## src/rtl/pipelined_adder.sv

```systemverilog
// pipelined_adder: N-bit add/subtract split into STAGES carry-chained slices, one slice per clock,
// with valid/ready flow control and a signed-overflow flag.
module pipelined_adder #(
  parameter int N      = 8,
  parameter int STAGES = 2
) (
  input  logic         clk,
  input  logic         rst_n,
  input  logic         in_valid,
  output logic         in_ready,
  input  logic [N-1:0] a,
  input  logic [N-1:0] b,
  input  logic         sub,
  output logic         out_valid,
  input  logic         out_ready,
  output logic [N:0]   sum,
  output logic         ovf
);
  localparam int W = N / STAGES;
  logic         w_adv;
  logic [N-1:0] w_a [STAGES+1];
  logic [N-1:0] w_b [STAGES+1];
  logic [N-1:0] w_s [STAGES+1];
  logic         w_c [STAGES+1];
  logic         w_v [STAGES+1];
  assign w_adv    = !out_valid || out_ready;
  assign in_ready = w_adv;
  assign w_v[0]   = in_valid;
  assign w_a[0]   = a;
  assign w_b[0]   = b ^ {N{sub}};
  assign w_s[0]   = '0;
  assign w_c[0]   = sub;
  for (genvar k = 0; k < STAGES; k++) begin : g_stage
    logic [N-1:0] r_a, r_b, r_s;
    logic         r_c, r_v;
    logic [W:0]   w_slice;
    assign w_slice = {1'b0, w_a[k][k*W +: W]} + {1'b0, w_b[k][k*W +: W]} + {{W{1'b0}}, w_c[k]};
    // Data only loads with a valid item so the final stage keeps its last result across bubbles.
    always_ff @(posedge clk or negedge rst_n) begin
      if (!rst_n) begin
        r_v <= 1'b0;
        r_a <= '0;
        r_b <= '0;
        r_s <= '0;
        r_c <= 1'b0;
      end else if (w_adv) begin
        r_v <= w_v[k];
        if (w_v[k]) begin
          r_a              <= w_a[k];
          r_b              <= w_b[k];
          r_c              <= w_slice[W];
          r_s              <= w_s[k];
          r_s[k*W +: W]    <= w_slice[W-1:0];
        end
      end
    end
    assign w_v[k+1] = r_v;
    assign w_a[k+1] = r_a;
    assign w_b[k+1] = r_b;
    assign w_s[k+1] = r_s;
    assign w_c[k+1] = r_c;
  end
  assign out_valid = w_v[STAGES];
  assign sum       = {w_c[STAGES], w_s[STAGES]};
  assign ovf       = (w_a[STAGES][N-1] == w_b[STAGES][N-1]) && (w_s[STAGES][N-1] != w_a[STAGES][N-1]);
endmodule

```

## config.mk

```make
export PLATFORM = sky130hd
export DESIGN_NAME = pipelined_adder
export DESIGN_NICKNAME = d
export VERILOG_FILES = /design/src/rtl/pipelined_adder.sv
export SDC_FILE = /design/constraint.sdc
export NUM_CORES = 1
export LEC_CHECK = 0
export ABC_AREA = 1
export CORE_AREA = 2 2 63 65
export CTS_CLUSTER_SIZE = 10
export DETAILED_ROUTE_END_ITERATION = 8
export DIE_AREA = 0 0 65 67
export PLACE_DENSITY = 0.66
export SLEW_MARGIN = 15
export SYNTH_ARGS = -nofsm -noshare
export SYNTH_HDL_FRONTEND = slang
export SYNTH_SLANG_ARGS = --single-unit
```

## constraint.sdc

```tcl
create_clock -name clk -period 1.8 [get_ports clk]
set_input_delay 0.36 -clock clk [delete_from_list [all_inputs] [get_ports clk]]
set_output_delay 0.36 -clock clk [all_outputs]
set_load 0.03 [all_outputs]
```

==> impl_metrics.py <==
metrics = {
    "status": {
        "status": "finished, final reports clean",
    },
    "drt": {
        "routed_wl_mm": 2.46,
        "via_count": 1065,
        "drc": 0,
        "wl_per_cell_um": 10.3,
        "drtIter0Drc": 39,
        "drtPass1Iterations": 4,
        "postRouteAntennaNets": 0,
        "via_per_inst": 4.47,
    },
    "synthesis": {
        "synthDominantCellAreaShare_pct": 45.3,
        "netlist_top_cells_area": "dfrtp_1 45%, nand2_1 11%, ha_1 5.2%",
        "synth.avg_cell_area_um2": 9.50,
        "yosys_warnings": 0,
        "synth_nets": 181,
        "netlist_instances": 151,
        "ys_seq_elements": 26,
        "synthesis.area_um2": 1440,
        "ys_types": 23,
        "synth_area_leader_cell": "dfrtp_1",
        "ys_seq_area_share_pct": 45.3,
    },
    "floorplan": {
        "start_util_pct": 39.8,
        "die_area_um2": 4360,
        "core_area_um2": 3610,
        "die_h_um": 67,
        "ios": 33,
        "fp-row-count": 22,
        "die_w_um": 65,
    },
    "power_and_ir_drop": {
        "vdd_drop_max_mv": 0.370,
        "powerDensity_nw_per_um2": 1160,
        "finalPower_w": 0.00219,
        "leakage_nw": 0.920,
    },
    "timing": {
        "hold_viol": 0,
        "finalClockSkew_ns": 0.00271,
        "final.period_utilization_pct": 95.2,
        "rsz0062_at_grt": "false",
        "finalCriticalPeriod_ns": 1.71,
        "setup_viol": 0,
        "max-slew-margin-rel_pct": 78.1,
        "tightest_slew_ns": 0.329,
        "max_freq_mhz": 584,
        "maxSlewViolCount": 0,
        "finalSetupTns_ns": 0,
    },
    "worst_setup_path": {
        "crit_path_end_kind": "primary output",
        "worstPathArrival_ns": 1.35,
        "cpPeakStageDelay_ns": 0.68,
        "criticalPathCategory": "register to primary output",
        "worst-r2r-setup-slack_ns": 0.23,
        "crit_path_start_kind": "register",
        "cp_top_family": "buffers and inverters",
        "critPathMaxFanout": 2,
        "crit_buf_inv": 1,
        "crit_chain": "clkdlybuf4s50_1",
        "cp.required_ns": 1.44,
        "critPathSlowestCell": "clkdlybuf4s50_1",
    },
    "placement": {
        "dpl.hpwl_mm": 1.97,
        "gp_congestion": 0.759,
        "placed_cells": 234,
        "port_buffers": 32,
    },
    "cts": {
        "numCtsBuffers": 3,
        "cts-root-buf": "clkbuf_8",
        "htree_levels": 1,
        "cts_setup_buffers": 0,
        "clock_path_buffers": 2,
        "cts_tree": "done",
        "clock_latency_ns": 0.27,
        "clk_pin_slew_ns": 0.08,
        "clkSinkCount": 26,
    },
    "grt": {
        "grt_use_total_pct": 13.1,
        "antenna_found_initial": 0,
        "grt_pass1_wl_mm": 4.37,
        "grt_max_degree": 27,
        "grt_pass1_vias": 1019,
        "grt_overflow": 0,
    },
    "cells_and_area": {
        "fin_nets": 221,
        "antennaDiodeCount": 0,
        "synthToLayoutAreaGrowth_pct": 31.2,
        "drive_gt1_share_pct": 17.4,
        "final_cells": 238,
    },
    "min_path": {
        "holdCritPathClass": "input port to async pin",
    },
    "job": {
        "drv_cap": 0,
    },
}
[power by group]
part	internal (W)	leakage, nW	switching (W)
sequential	0.000745	0.319	0.000107
clock	0.000195	0.0288	0.000173
combinational	0.000418	0.572	0.000552
[layout by cell type (no fill, tap or decap)]
cell / n
a21oi_1: 5
buf_4: 8
clkbuf_2: 1
clkbuf_8: 4
clkdlybuf4s50_1: 29
dfrtp_1: 26
dlymetal6s2s_1: 1
fa_1: 3
ha_1: 6
inv_1: 15
inv_2: 1
inv_6: 1
nand2_1: 41
nand2_2: 4
nand2_4: 4
nand3_1: 4
nand3b_1: 1
nor2_1: 5
nor2_4: 2
nor2_8: 1
nor3_1: 1
o21ai_0: 5
o21ai_1: 6
o21ai_2: 6
xnor2_1: 2
xor2_1: 7
xor2_2: 1
[final timing paths]
kind / from / to / depth (start not counted)
worst max-delay path: g_stage[1].r_s[4] / sum[4] / 1
worst min-delay path: rst_n / g_stage[1].r_s[6] / 2
worst max register to register: g_stage[0].r_a[4] / g_stage[1].r_s[5] / 4
worst min register to register: g_stage[1].r_s[0] / g_stage[1].r_s[0] / 2
max in group asynchronous: rst_n / g_stage[0].r_b[4] / 2
min in group clk: g_stage[1].r_s[0] / g_stage[1].r_s[0] / 2
[state kept, by name, summed over array words and instances, names as in the netlist]
register / cells
g_stage.r_a: 5
g_stage.r_b: 5
g_stage.r_c: 2
g_stage.r_s: 12
g_stage.r_v: 1
out_valid: 1
[kinds of logic (layout without fill, tap and decap cells)]
group                      after synthesis  count (layout)  share of synthesized area, %
buffers and inverters                   21              60                          7.76
and+or+nand+nor                         63              63                          22.1
xor gates and xnor gates                10              10                          6.10
AOI/OAI and AO/OA                       22              22                          9.24
DFF                                     26              26                          45.3
adders and majority gates                9               9                          9.42
[metrics by stage]
step,worst slack [ns],cell area [um^2],hold WS (ns),utilization (%)
3_5_place_dp,-0.283,1820,0.467,50.6
2_1_floorplan,0.223,1440,0.0644,-
6_report,0.0873,1880,0.456,52.2
5_1_grt,0.00710,1880,0.482,52.2
3_3_place_gp,-0.199,1820,0.460,50.6
4_1_cts,0.00954,1880,0.468,52.0
[layer usage]
layer	vias to the layer above	wire length [um]	track usage, %
met4	0	56	7.18
met2	25	1220	23.6
met5	-	0	0
met3	4	99	1.69
li1	548	-	-
met1	488	1080	15.0
[synth_stat cells]
library cell / number
nand2_1: 41
dfrtp_1: 26
inv_1: 15
xor2_1: 8
ha_1: 6
o21ai_1: 6
o21ai_2: 6
a21oi_1: 5
nor2_1: 5
o21ai_0: 5
nand2_2: 4
nand2_4: 4
nand3_1: 4
buf_4: 3
fa_1: 3
nor2_4: 2
xnor2_1: 2
buf_12: 1
inv_2: 1
inv_6: 1
nand3b_1: 1
nor2_8: 1
nor3_1: 1
[final cells by class]
cell class / count / area [um^2]
fill: 342 / 1720
multi-input combinational: 104 / 681
sequential: 26 / 651
timing repair buffer: 39 / 368
inverter: 17 / 68.8
tap: 48 / 60.1
clock buffer: 4 / 55.1
[repair_timing]
action,4_1_cts,5_1_grt
gates resized for setup,1,4
pin swaps,0,0
setup endpoints to repair,1,3
hold buffers,0,0
No activity file was read; power rests on OpenSTA's default activity.
